$ cat src/rtl/mul_pkg.sv
// Shared types and sizes for the sequential shift-add multiplier.
// Latency: n/a (declarations only).
// Backpressure: n/a (declarations only).
package mul_pkg;

   localparam int W     = 16;   // operand / product width
   localparam int STEPS = 16;   // shift-add steps in fixed-latency mode

   typedef enum logic [1:0] {
      IDLE = 2'd0,
      RUN  = 2'd1,
      HOLD = 2'd2
   } state_t;

endpackage

$ cat src/rtl/s16bit.sv
// 16-bit two-level carry-lookahead adder: 4-bit groups with local lookahead, group P/G feeding a second lookahead level.
// Latency: purely combinational.
// Backpressure: none.
// Ports: a, b - addends; c_0 - carry in; s - 16-bit sum (carry out of bit 15 is not produced).
module s16bit (
   input  logic [15:0] a,
   input  logic [15:0] b,
   input  logic        c_0,
   output logic [15:0] s
);

   logic [15:0] g;    // bit generate
   logic [15:0] p;    // bit propagate
   logic [15:0] c;    // carry into each bit
   logic [2:0]  gg;   // group generate (group 3 never feeds a carry we keep)
   logic [2:0]  gp;   // group propagate
   logic [3:0]  gc;   // carry into each 4-bit group

   assign g = a & b;
   assign p = a ^ b;

   for (genvar gi = 0; gi < 3; gi++) begin : g_grp_pg
      localparam int B = 4 * gi;
      assign gg[gi] = g[B+3]
                    | (p[B+3] & g[B+2])
                    | (p[B+3] & p[B+2] & g[B+1])
                    | (p[B+3] & p[B+2] & p[B+1] & g[B]);
      assign gp[gi] = &p[B+3:B];
   end

   // Second lookahead level: group carries straight from c_0 and group P/G.
   assign gc[0] = c_0;
   assign gc[1] = gg[0] | (gp[0] & c_0);
   assign gc[2] = gg[1] | (gp[1] & gg[0]) | (gp[1] & gp[0] & c_0);
   assign gc[3] = gg[2] | (gp[2] & gg[1]) | (gp[2] & gp[1] & gg[0])
                | (gp[2] & gp[1] & gp[0] & c_0);

   // First lookahead level: bit carries inside each group from its group carry.
   for (genvar gi = 0; gi < 4; gi++) begin : g_grp_c
      localparam int B = 4 * gi;
      assign c[B]   = gc[gi];
      assign c[B+1] = g[B] | (p[B] & gc[gi]);
      assign c[B+2] = g[B+1] | (p[B+1] & g[B]) | (p[B+1] & p[B] & gc[gi]);
      assign c[B+3] = g[B+2] | (p[B+2] & g[B+1]) | (p[B+2] & p[B+1] & g[B])
                    | (p[B+2] & p[B+1] & p[B] & gc[gi]);
   end

   assign s = p ^ c;

endmodule

$ cat src/rtl/mul16_shift_add.sv
// Sequential 16x16 unsigned shift-add multiplier returning (a*b) mod 2^16, one operation in flight.
// Latency: result valid 16 edges after accept (EARLY_EXIT=0) or after max(1, msb(b)+1) edges (EARLY_EXIT=1).
// Backpressure: in_ready only in IDLE; result held in HOLD with out_valid until out_ready is seen at an edge.
// Ports: clk, nrst (async active-low); in_valid/in_ready/a/b operand handshake;
//        out_valid/out_ready/product result handshake; busy high while stepping.
module mul16_shift_add
   import mul_pkg::*;
#(
   parameter bit EARLY_EXIT = 1'b0
) (
   input  logic         clk,
   input  logic         nrst,
   input  logic         in_valid,
   output logic         in_ready,
   input  logic [W-1:0] a,
   input  logic [W-1:0] b,
   output logic         out_valid,
   input  logic         out_ready,
   output logic [W-1:0] product,
   output logic         busy
);

   state_t       state;
   state_t       state_nxt;
   logic [W-1:0] a_reg;
   logic [W-1:0] b_reg;
   logic [W-1:0] acc;
   logic [W-1:0] sum;
   logic [4:0]   cnt;
   logic         last_step;

   // Single adder; the carry out of bit 15 is dropped, giving the mod 2^16 wrap.
   s16bit u_add (
      .a   (acc),
      .b   (a_reg),
      .c_0 (1'b0),
      .s   (sum)
   );

   // The step in progress is the last one on the 16th step, or (early exit)
   // when no multiplier bits remain above the one consumed now.
   assign last_step = (cnt == 5'(STEPS - 1))
                    || (EARLY_EXIT && (b_reg[W-1:1] == '0));

   // State register.
   always_ff @(posedge clk or negedge nrst) begin
      if (!nrst) begin
         state <= IDLE;
      end else begin
         state <= state_nxt;
      end
   end

   // Next-state logic.
   always_comb begin
      state_nxt = state;
      case (state)
         IDLE:    if (in_valid)  state_nxt = RUN;
         RUN:     if (last_step) state_nxt = HOLD;
         HOLD:    if (out_ready) state_nxt = IDLE;
         default:                state_nxt = IDLE;
      endcase
   end

   // Handshake outputs decode directly from the state.
   always_comb begin
      in_ready  = 1'b0;
      busy      = 1'b0;
      out_valid = 1'b0;
      case (state)
         IDLE:    in_ready  = 1'b1;
         RUN:     busy      = 1'b1;
         HOLD:    out_valid = 1'b1;
         default: in_ready  = 1'b0;
      endcase
   end

   // Datapath: load on accept, shift-add while running, otherwise hold.
   always_ff @(posedge clk or negedge nrst) begin
      if (!nrst) begin
         a_reg <= '0;
         b_reg <= '0;
         acc   <= '0;
         cnt   <= '0;
      end else begin
         case (state)
            IDLE: begin
               if (in_valid) begin
                  a_reg <= a;
                  b_reg <= b;
                  acc   <= '0;
                  cnt   <= '0;
               end
            end
            RUN: begin
               if (b_reg[0]) acc <= sum;
               a_reg <= a_reg << 1;
               b_reg <= b_reg >> 1;
               cnt   <= cnt + 5'd1;
            end
            default: begin
               // HOLD: product must stay stable.
            end
         endcase
      end
   end

   // Product stays on acc after HOLD until the next load clears it.
   assign product = acc;

endmodule

$ cat config.mk
export PLATFORM = sky130hd
export DESIGN_NAME = mul16_shift_add
export DESIGN_NICKNAME = d
export VERILOG_FILES = /design/src/rtl/mul_pkg.sv /design/src/rtl/s16bit.sv /design/src/rtl/mul16_shift_add.sv
export SDC_FILE = /design/constraint.sdc
export NUM_CORES = 1
export LEC_CHECK = 0
export BUFFER_PORTS_ARGS = -buffer_cell sky130_fd_sc_hd__buf_2
export CAP_MARGIN = 20
export CORE_MARGIN = 2
export CORE_UTILIZATION = 45
export CTS_BUF_LIST = sky130_fd_sc_hd__clkbuf_4 sky130_fd_sc_hd__clkbuf_8 sky130_fd_sc_hd__clkbuf_16
export CTS_CLUSTER_SIZE = 10
export DETAILED_ROUTE_END_ITERATION = 12
export GPL_TIMING_DRIVEN = 0
export HOLD_SLACK_MARGIN = 0.15
export PLACE_DENSITY_LB_ADDON = 0.1
export SYNTH_ARGS = -nofsm -noshare
export SYNTH_HDL_FRONTEND = slang
export SYNTH_HIERARCHICAL = 1
export SYNTH_SLANG_ARGS = --single-unit
$ cat constraint.sdc
create_clock -name clk -period 3.01 [get_ports clk]
set_clock_uncertainty 0.1 [all_clocks]
set_input_delay 0.1505 -clock clk [delete_from_list [all_inputs] [get_ports clk]]
set_output_delay 0.1505 -clock clk [all_outputs]
set_load 0.01 [all_outputs]
Word-level counts from Yosys, hierarchy flattened --
Index checks and enable logic that the tools add are counted.
Storage, ports and cells: logic and storage cells 122, bits in registers 55, bits of input ports 36, output and inout port bits 19
Cells by class: eq/ne operators 7, bitwise gates (word level) 86, $add $sub $neg 1, reductions and logical operators 7, multiplexer cells 16
Operators by type and width (count):
- case mux 16 bit (2 select lines) | 3
- two-way mux 16 bit | 4
- bitwise AND 1 bit | 50
- OR 1 bit | 33
- XOR 16 bit | 2
- bitwise AND 15 bit | 1
- case mux 5 bit (2 select lines) | 1
- inequality test 2 bit (second input constant) | 4
- AND reduction 4 bit | 2
- two-way mux 2 bit | 3
- case mux 2 bit (3 select lines) | 1
- AND reduction 3 bit | 2
- adder 5 x 1 -> 5 bit (second input constant) | 1
- == test 5 x 4 -> 1 bit (second input constant) | 1
- two-way mux 5 bit | 1
- two-way mux 1 bit | 3
- == test 2 x 1 -> 1 bit (second input constant) | 1
- == test 2 bit (second input constant) | 1
- logical NOT 2 bit | 1
- AND reduction 2 bit | 1
- nonzero test 2 bit | 1

Depth between registers and ports, before layout --
Gate-level depths: netlist (run 1).
word-level depth 13, gate-level depth with buffers 8

Cells and area by module --
Netlist (run 1), hierarchy kept.
By module, submodules not included:
- mul16_shift_add | area an instance 2566.2 µm², times used 1, seq. area each 1376.3 µm², cells each 251
- s16bit | area an instance 616.8 µm², times used 1, seq. area each 0.0 µm², cells each 70

Worst setup path before layout (run 1) --
Ideal clock, no wire load.
path type register to register, start register acc[5], in the netlist product[5], end register acc[13], in the netlist product[13], buffers on the path 0, cell stages (with the launch flop) 9, library setup time 121 ps, data arrival time 2341 ps, path slack 448 ps, cells stage by stage dfrtp_1 > ha_1 > a21o_1 > a21o_1 > a221oi_4 > o31ai_2 > fa_1 > xor2_1 > a22o_1
Between the ends: longest elaborated chain between the ends 12, elaborated cells on any way between the ends 18
RTL lines:
- start, declared | line mul16_shift_add.sv:27 | logic [W-1:0] acc;
- start signal, assigned | line mul16_shift_add.sv:96 | if (b_reg[0]) acc <= sum;
- bitwise AND 15 bit / XOR 16 bit (equally long branches) | line s16bit.sv:19, s16bit.sv:20
- bitwise AND 1 bit (on tied branches) | line s16bit.sv:26, s16bit.sv:27
- OR 1 bit / bitwise AND 1 bit (equally long branches) | line s16bit.sv:26, s16bit.sv:27
- OR 1 bit | line s16bit.sv:27 | | (p[B+3] & p[B+2] & p[B+1] & g[B]);
- bitwise AND 1 bit | line s16bit.sv:35 | assign gc[3] = gg[2] | (gp[2] & gg[1]) | (gp[2] & gp[1] & gg[0])
- OR 1 bit | line s16bit.sv:35
- OR 1 bit (*) | line s16bit.sv:35
- bitwise AND 1 bit (*) | line s16bit.sv:42 | assign c[B+1] = g[B] | (p[B] & gc[gi]);
- OR 1 bit (*) | line s16bit.sv:42
- XOR 16 bit (*) | line s16bit.sv:48 | assign s = p ^ c;
- named net sum[13] | line mul16_shift_add.sv:28 | logic [W-1:0] sum;
- two-way mux 16 bit (*) | line mul16_shift_add.sv:96
- case mux 16 bit (2 select lines) (*) | line mul16_shift_add.sv:86 | case (state)
The timed path passes the listed nets; every way through them passes the cells marked *. The select of a mux whose other input is x is not followed. A chain may end at the register's enable or synchronous reset.

Worst setup path in the final report (run 1) --
Ends and elaborated chain as after synthesis.

==> results of run 1 <==
==> layout make-up <==
cell class | instances | share of cell area [%]
well taps | 96 | 2.973
multi-input cells | 237 | 41.50
plain buffers | 21 | 2.478
clock buffers | 6 | 1.889
repair buffers | 90 | 15.86
clock inverters | 2 | 0.3097
flip-flops and latches | 55 | 34.07
inverters | 10 | 0.9291
==> layer usage <==
metal  track usage [%]  up-vias  routed length, µm
met3             3.110        8                208
met4             4.683        0                 84
met2             36.02       49               3743
li1                  -     1361                  -
met1             27.85     1321               3511
met5                 0        -                  0
==> placed cells by master (no fill, tap or decap), types with 4 or more instances in the layout <==
master          n
a21o_1          5
clkbuf_1       11
inv_1           9
a21oi_1        35
nand2_1         8
a22oi_1        30
nand2b_1        5
xor2_1          4
o21ai_0        30
xnor2_1         8
nor2_1          8
dlygate4sd3_1  35
a22o_1         19
buf_2          62
dfrtp_1        55
ha_1           17
o21ai_1         9
clkbuf_8        5
fa_1            4
nor2b_1        34
==> path summary, 6_finish.rpt <==
| path | from | endpoint | slack, ns | cells past startpoint |
|---|---|---|---|---|
| min | nrst | product[6] | 0.34 | 2 |
| max reg2reg | product[5] | product[13] | 0.31 | 8 |
| min in group clk | cnt[4] | cnt[4] | 0.41 | 2 |
| min reg2reg | cnt[4] | cnt[4] | 0.41 | 2 |
| max | product[5] | product[13] | 0.31 | 8 |
| max in group asynchronous | nrst | b_reg[13] | 1.87 | 3 |
==> cell families after synthesis <==
| logic type | Yosys count | synth area share (%) |
|---|---|---|
| other | 1 | 0.1178 |
| multiplexers | 1 | 0.3145 |
| buffers and inverters | 31 | 4.324 |
| AO/OA/AOI/OAI | 139 | 28.77 |
| adder cells (fa/ha/maj) | 21 | 9.198 |
| AND/OR/NAND/NOR | 61 | 10.73 |
| XOR/XNOR | 12 | 3.302 |
| flip-flops | 55 | 43.24 |
==> worst max-delay path, delay by kind of cell, from the launching register on <==
kind	cells	cell delay (ns)
xor gates and xnor gates	1	0.15
DFF	1	0.42
AOI/OAI and AO/OA	5	1.16
adders and majority gates	2	0.78
==> stage by stage <==
step / utilization (%) / instances / power [mW] / worst slack [ns] / hold slack [ns]
6_report: 59.14 / 517 / 3.309 / 0.3108 / 0.3432
5_1_grt: 59.14 / 517 / 3.616 / 0.1791 / 0.4111
4_1_cts: 59.14 / 517 / 3.342 / 0.3168 / 0.3697
3_5_place_dp: 52.71 / 474 / 2.883 / 0.3294 / 0.1711
3_3_place_gp: 52.42 / 473 / 2.823 / 0.3693 / 0.3230
2_1_floorplan: - / 323 / 2.435 / 0.4476 / -0.2451
==> what timing repair did <==
action | CTS | global route
hold endpoints to repair | 65 | 0
hold buffers | 35 | 0
resized for setup | 0 | 0
==> power by group <==
part / internal [mW] / switching (mW) / total [mW] / leakage, nW
Combinational: 0.781 / 0.825 / 1.61 / 1.14
Clock: 0.172 / 0.244 / 0.416 / 0.0446
Sequential: 1.02 / 0.266 / 1.29 / 0.712
==> results.json, run 1 <==
{
  "status": "finished, final reports clean",
  "critical_path_arrival_ns": 2.81,
  "cts_root_buffer": "clkbuf_8",
  "grt.total_usage_pct": 20.84,
  "synth_area_leader_cell": "dfrtp_1",
  "p_leak_nw": 1.898,
  "cts.clk_slew.worst_paths_ns": 0.10,
  "slew_viol_final": 0,
  "initial_core_util_pct": 46.59,
  "crit_path_top_delay_cell": "dfrtp_1",
  "num_antenna_cells": 0,
  "num_vias": 2739,
  "cts_buffers": 5,
  "ys_seq_area_share_pct": 43.24,
  "critical_path.startpoint_type": "register",
  "synth_ff_type": "dfrtp_1",
  "coreArea_um2": 6832,
  "grt_antenna_before_repair": 0,
  "drtIter0Drc": 109,
  "yosysMostFrequentCell": "dfrtp_1",
  "final_area_um2": 4040,
  "fp.dieW_um": 88.11,
  "post_cts_buffers": 0,
  "fin_nets": 477,
  "ir_drop_mv": 0.3215,
  "grt_pass1_wl_um": 12740,
  "first_global_vias": 2694,
  "die_h_um": 88.11,
  "drive_gt1_share_pct": 18.53,
  "grt_start_max_net_pins": 33,
  "cts_tree": "yes",
  "powerDensity_nw_per_um2": 819.0,
  "synth_area_um2": 3183,
  "hold_viol_final": 0,
  "clk_path_buf_depth": 2,
  "synth_common_cells": "dfrtp_1, a21oi_1, nor2b_1",
  "yosys_register_bits": 55,
  "fin_crit_ns": 2.699,
  "area_growth_pct": 26.93,
  "worst_slew_pin_slew_ns": 0.7709,
  "rsz0062_at_grt": "no",
  "end_kind": "register",
  "yosysTopAreaCellShare_pct": 43.24,
  "synth_edf_count": 0,
  "h-tree-depth": 2,
  "synthCells": 321,
  "hp-class": "in2async",
  "critical-path-max-stage-delay_ns": 0.42,
  "crit_path_frequent_cell": "a21o_1",
  "placement_rows": 30,
  "wl_per_cell_um": 14.60,
  "cts.sinks": 55,
  "ios": 55,
  "overflow": 0,
  "multiInputGateArea_um2": 1677,
  "worstSkewPairLatency_ns": 0.31,
  "ys_types": 37,
  "async_flop_share_pct": 100.0,
  "drc": 0,
  "firstDrtPassIters": 4,
  "viasPerCell": 5.298,
  "dpl.hpwl_um": 5346,
  "crit_fanout": 5,
  "postRouteAntennaNets": 0,
  "max_freq_ghz": 0.3705,
  "yosys_warnings": 6,
  "maxCapViolCount": 0,
  "placed_area_um2": 3601,
  "setup_tns_ns": 0,
  "numPortBuffers": 54,
  "slew_headroom_pct": 48.61,
  "path_class": "reg2reg",
  "cp.required_ns": 3.12,
  "n_fill_cell": 614,
  "crit_chain": "ha_1 -> a21o_1 -> a21o_1 -> a221oi_4 -> o31ai_2 -> fa_1 -> xor2_1 -> a22o_1",
  "setup_viol_count_final": 0,
  "gp_congestion": 0.7554,
  "wirelength_um": 7547,
  "ys_top_cells_by_area": "dfrtp_1, a22oi_1, ha_1, nor2b_1, a21oi_1",
  "regArea_um2": 1376,
  "period_share_pct": 89.68,
  "die_area_um2": 7762,
  "syn_avg_cell_area_um2": 9.916
}
Power figures use the tool's default switching activity.
==> run 2: changes to the inputs <==
--- a/config.mk
+++ b/config.mk
@@ -5,6 +5,7 @@
 export SDC_FILE = /design/constraint.sdc
 export NUM_CORES = 1
 export LEC_CHECK = 0
+export ABC_AREA = 1
 export BUFFER_PORTS_ARGS = -buffer_cell sky130_fd_sc_hd__buf_2
 export CAP_MARGIN = 20
 export CORE_MARGIN = 2
==> results.json, run 2 <==
{
  "critical_path.startpoint_type": "register",
  "p_leak_nw": 2.164,
  "drc": 0,
  "period_share_pct": 73.18,
  "r2r-start": "product[1]",
  "area_growth_pct": 25.94,
  "cts.sinks": 55,
  "postRouteAntennaNets": 0,
  "grt_antenna_before_repair": 0,
  "placed_area_um2": 3636,
  "synth_edf_count": 0,
  "setup_tns_ns": 0,
  "layout.cells.non_filler": 599,
  "synthCells": 407,
  "final_util_pct": 59.16,
  "dpl.hpwl_um": 5731,
  "crit_path_top_delay_cell": "dfrtp_1",
  "viasPerCell": 5.033,
  "cp.required_ns": 3.12,
  "final_area_um2": 4064,
  "crit_path_frequent_cell": "nand2_1",
  "hold_viol_final": 0,
  "grt_start_max_net_pins": 37,
  "cts_root_buffer": "clkbuf_8",
  "fin_crit_ns": 2.203,
  "crit_start": "product[1]",
  "critical-path-max-stage-delay_ns": 0.41,
  "die_area_um2": 7864,
  "initial_core_util_pct": 46.98,
  "synth_area_um2": 3227,
  "path_class": "reg2reg",
  "grt_pass1_wl_um": 13830,
  "final_cell_mix": "nand3_1, nand2_1, buf_2, dfrtp_1, dlygate4sd3_1",
  "maxCapViolCount": 0,
  "rsz0062_at_grt": "no",
  "ys_seq_area_share_pct": 42.65,
  "async_flop_share_pct": 100.0,
  "crit_fanout": 5,
  "place_inst": 558,
  "numPortBuffers": 53,
  "cts_buffers": 5,
  "yosys_register_bits": 55,
  "final_common_cell": "nand3_1",
  "drtIter0Drc": 155,
  "fin_nets": 560,
  "ys_types": 34,
  "place_ws_ns": 0.8086,
  "end_kind": "register",
  "wirelength_um": 7981,
  "ios": 55,
  "wl_per_cell_um": 13.32,
  "yosysTopAreaCellShare_pct": 42.65,
  "h-tree-depth": 2,
  "synth_common_cells": "nand3_1, nand2_1, dfrtp_1",
  "cts_tree": "yes",
  "syn_avg_cell_area_um2": 7.928,
  "coreArea_um2": 6869,
  "gp_congestion": 0.8405,
  "max_freq_ghz": 0.4540,
  "synth_ff_type": "dfrtp_1",
  "post_cts_buffers": 0,
  "setup_slack_ns": 0.8072,
  "overflow": 0,
  "yosys_warnings": 6,
  "p_total_mw": 3.525,
  "setup_viol_count_final": 0,
  "powerDensity_nw_per_um2": 867.5,
  "crit_chain": "ha_1 -> or2_0 -> nand3b_1 -> nand2_2 -> nand2_1 -> nand2_2 -> fa_1 -> xor2_1 -> nand2_1 -> nand2_1",
  "synth_area_leader_cell": "dfrtp_1",
  "slew_viol_final": 0,
  "yosysMostFrequentCell": "nand3_1",
  "die_h_um": 88.68,
  "placement_rows": 30,
  "num_vias": 3015,
  "ir_drop_mv": 0.2919,
  "slew_headroom_pct": 64.98,
  "hp-class": "in2async",
  "worst_slew_pin_slew_ns": 0.5252,
  "grt.total_usage_pct": 22.49,
  "drive_gt1_share_pct": 17.50,
  "ys_top_cells_by_area": "dfrtp_1, nand3_1, nand2_1, ha_1, inv_1",
  "worstSkewPairLatency_ns": 0.30,
  "num_antenna_cells": 0,
  "firstDrtPassIters": 4,
  "clk_path_buf_depth": 2,
  "fp.dieW_um": 88.68,
  "critical_path_arrival_ns": 2.31,
  "first_global_vias": 2897,
  "cts_resized": 0,
  "hold_ws_ns": 0.2481,
  "status": "finished, final reports clean",
  "cts.clk_slew.worst_paths_ns": 0.10
}
[run 2: cell families after synthesis]
logic type | count (synthesis) | share of synthesized area [%]
and+or+nand+nor | 256 | 36.14
DFF | 55 | 42.65
buffers and inverters | 50 | 6.747
adders and majority gates | 21 | 9.073
AOI/OAI and AO/OA | 16 | 3.102
xor gates and xnor gates | 8 | 2.171
other | 1 | 0.1162
[run 2: what timing repair did]
action | in CTS | in global routing
hold buffers | 34 | 0
endpoints found under the hold margin | 88 | 0
endpoints found under the setup margin | 0 | 0
[run 2: power by group]
part           internal [mW]  leakage (nW)  total [mW]  switching (mW)
clock                  0.181        0.0470       0.412           0.231
sequential              1.04         0.708        1.29           0.251
combinational          0.748          1.41        1.82            1.08
total                   1.97          2.16        3.53            1.56
[run 2: final cells by class]
cell class / count / area [µm²]
Sequential cell: 55 / 1376
Fill cell: 640 / 2805
Multi-Input combinational cell: 303 / 1637
Clock inverter: 1 / 5.005
Buffer: 20 / 105.1
Clock buffer: 6 / 82.58
Tap cell: 96 / 120.1
Timing Repair Buffer: 88 / 625.6
Inverter: 30 / 112.6
[run 2: worst paths after layout]
check | depth (start not counted) | to | slack (ns)
hold / removal | 2 | product[9] | 0.25
hold reg to reg | 2 | b_reg[9] | 0.41
min in group clk | 4 | b_reg[2] | 0.30
setup reg to reg | 10 | product[13] | 0.81
max in group asynchronous | 3 | cnt[3] | 1.99
setup / recovery | 10 | product[13] | 0.81
[run 2: critical path: cells and delay by family (launching register included)]
| family | cells | cell delay [ns] |
|---|---|---|
| xor gates and xnor gates | 1 | 0.15 |
| and+or+nand+nor | 7 | 0.75 |
| adders and majority gates | 2 | 0.71 |
| DFF | 1 | 0.41 |
[run 2: routing by layer]
| layer | vias up | part of all wire, % | wire [µm] | global-route usage, % |
|---|---|---|---|---|
| met5 | - | 0 | 0 | 0 |
| met4 | 0 | 1.2 | 96 | 5.647 |
| met3 | 8 | 3.1 | 251 | 3.265 |
| met2 | 57 | 49 | 3924 | 37.18 |
| met1 | 1414 | 46 | 3708 | 31.15 |
| li1 | 1536 | - | - | - |
==> run 3: changes to the inputs <==
--- a/config.mk
+++ b/config.mk
@@ -5,7 +5,7 @@
 export SDC_FILE = /design/constraint.sdc
 export NUM_CORES = 1
 export LEC_CHECK = 0
-export ABC_AREA = 1
+export ABC_AREA = 0
 export BUFFER_PORTS_ARGS = -buffer_cell sky130_fd_sc_hd__buf_2
 export CAP_MARGIN = 20
 export CORE_MARGIN = 2
==> constraint.sdc (replaced) <==
create_clock -name clk -period 2.05 [get_ports clk]
set_clock_uncertainty 0.1 [all_clocks]
set_input_delay 0.1025 -clock clk [delete_from_list [all_inputs] [get_ports clk]]
set_output_delay 0.1025 -clock clk [all_outputs]
set_load 0.01 [all_outputs]
==> results.json, run 3 (synthesized netlist as in run 1, its figures left out) <==
{
  "setup_viol_count_final": 12,
  "firstDrtPassIters": 4,
  "grt_most_used_layer": "met2",
  "placed_area_um2": 3654,
  "slew_viol_final": 0,
  "area_growth_pct": 38.52,
  "crit_path_frequent_cell": "a21o_1",
  "path_depth": 8,
  "p_total_mw": 5.641,
  "ir_drop_mv": 0.6171,
  "path_class": "reg2reg",
  "period_share_pct": 118.8,
  "numPortBuffers": 54,
  "met2_usage_pct": 37.19,
  "hp-class": "in2async",
  "end_kind": "register",
  "dpl.hpwl_um": 5420,
  "final_area_um2": 4409,
  "postRouteAntennaNets": 0,
  "crit_buf_inv": 0,
  "worst_slew_pin_slew_ns": 0.5333,
  "wl_per_cell_um": 15.28,
  "swShare_pct": 39.02,
  "drc": 0,
  "p_switching_mw": 2.201,
  "die_h_um": 88.11,
  "grt_start_max_net_pins": 34,
  "internal-power_mw": 3.440,
  "grt_pass1_wl_um": 13170,
  "hold_viol_final": 0,
  "layout.cells.non_filler": 536,
  "max_freq_ghz": 0.4108,
  "crit_fanout": 3,
  "fin_crit_ns": 2.434,
  "setup_slack_ns": -0.3844,
  "cts_root_buffer": "clkbuf_8",
  "cts.sinks": 55,
  "cp.required_ns": 2.15,
  "r2r_cells": 8,
  "grt.total_usage_pct": 21.81,
  "drtIter0Drc": 113,
  "placement_rows": 30,
  "status": "finished with violations",
  "place_ws_ns": -0.4449,
  "wirelength_um": 8189,
  "place_inst": 474,
  "rsz0062_at_grt": "yes",
  "overflow": 0,
  "die_area_um2": 7762,
  "fin_nets": 495,
  "cts_buffers": 5,
  "crit_path_top_delay_cell": "dfrtp_2",
  "cts_tree": "yes",
  "viasPerCell": 5.313,
  "grt_antenna_before_repair": 0,
  "ios": 55,
  "grt_use_met3_pct": 3.487,
  "num_vias": 2848,
  "comb_power_share_pct": 51.1,
  "slew_headroom_pct": 64.45,
  "h-tree-depth": 2,
  "coreArea_um2": 6832,
  "powerDensity_nw_per_um2": 1279,
  "fp.dieW_um": 88.11,
  "crit_chain": "ha_4 -> a21o_1 -> a21o_1 -> a221oi_4 -> o31ai_4 -> fa_2 -> xor2_1 -> a22o_1",
  "violations": "negative setup slack",
  "cts.clk_slew.worst_paths_ns": 0.10,
  "crit_family": "compound AO/OA/AOI/OAI gates",
  "first_global_vias": 2727,
  "clk_path_buf_depth": 2,
  "final_cell_mix": "buf_2, dfrtp_1, dlygate4sd3_1, nor2b_1, a21oi_1",
  "worstSkewPairLatency_ns": 0.31,
  "p_seq_share_pct": 33.7,
  "final_common_cell": "buf_2",
  "p_leak_nw": 2.004,
  "p_clk_share_pct": 15.2,
  "gp_congestion": 0.7651,
  "maxCapViolCount": 0,
  "critical-path-max-stage-delay_ns": 0.44,
  "critical_path_arrival_ns": 2.54,
  "grtUsageMet1_pct": 28.92,
  "initial_core_util_pct": 46.59,
  "critical_path.startpoint_type": "register",
  "drive_gt1_share_pct": 26.65
}
## run 3: cell type report
type,count,area [µm²]
fillers,571,2422
plain buffers,20,95.09
inverters,10,37.54
clock buffers,5,68.82
multi-input cells,237,1831
flip-flops and latches,55,1381
clock inverters,3,67.56
repair buffers,109,805.8
well taps,96,120.1
diodes,1,2.502
## run 3: path summary, 6_finish.rpt
| check | startpoint | slack, ns | to |
|---|---|---|---|
| worst max-delay path | product[5] | -0.38 | product[13] |
| worst min-delay path | nrst | 0.19 | product[2] |
| worst max register to register | product[5] | -0.38 | product[13] |
| worst min register to register | cnt[4] | 0.41 | cnt[4] |
| max in group asynchronous | nrst | 1.08 | product[1] |
| min in group clk | cnt[4] | 0.41 | cnt[4] |
## run 3: timing repair
item                                    in CTS  in global routing
endpoints found under the setup margin      11                 13
endpoints found under the hold margin       89                  0
buffers inserted                            16                  0
hold buffers                                38                  0
pin swaps                                   15                  5
resized for setup                           17                  6
## run 3: power groups by stage
stage / sequential, mW / clock (mW) / combinational, mW
2_1_floorplan: 1.88 / 0 / 1.78
3_3_place_gp: 1.91 / 0 / 2.33
3_5_place_dp: 1.93 / 0 / 2.40
4_1_cts: 1.89 / 0.875 / 2.79
5_1_grt: 1.96 / 0.916 / 3.20
6_report: 1.90 / 0.857 / 2.88
## run 3: layer usage
| layer | up-vias | part of all wire (%) | routed length (µm) |
|---|---|---|---|
| met5 | - | 0 | 0 |
| met4 | 0 | 0.93 | 76 |
| met3 | 7 | 2.5 | 208 |
| met2 | 45 | 51 | 4145 |
| met1 | 1391 | 46 | 3759 |
| li1 | 1405 | - | - |
## run 3: metrics by stage
stage | hold slack [ns] | utilization, % | setup TNS [ns]
detailed placement | 0.01987 | 53.48 | -2.537
global route | 0.2417 | 64.51 | -4.069
floorplan | -0.2931 | - | -1.295
global placement | 0.2780 | 53.19 | -2.239
finish | 0.1937 | 64.54 | -2.763
CTS | 0.2158 | 64.01 | -2.571
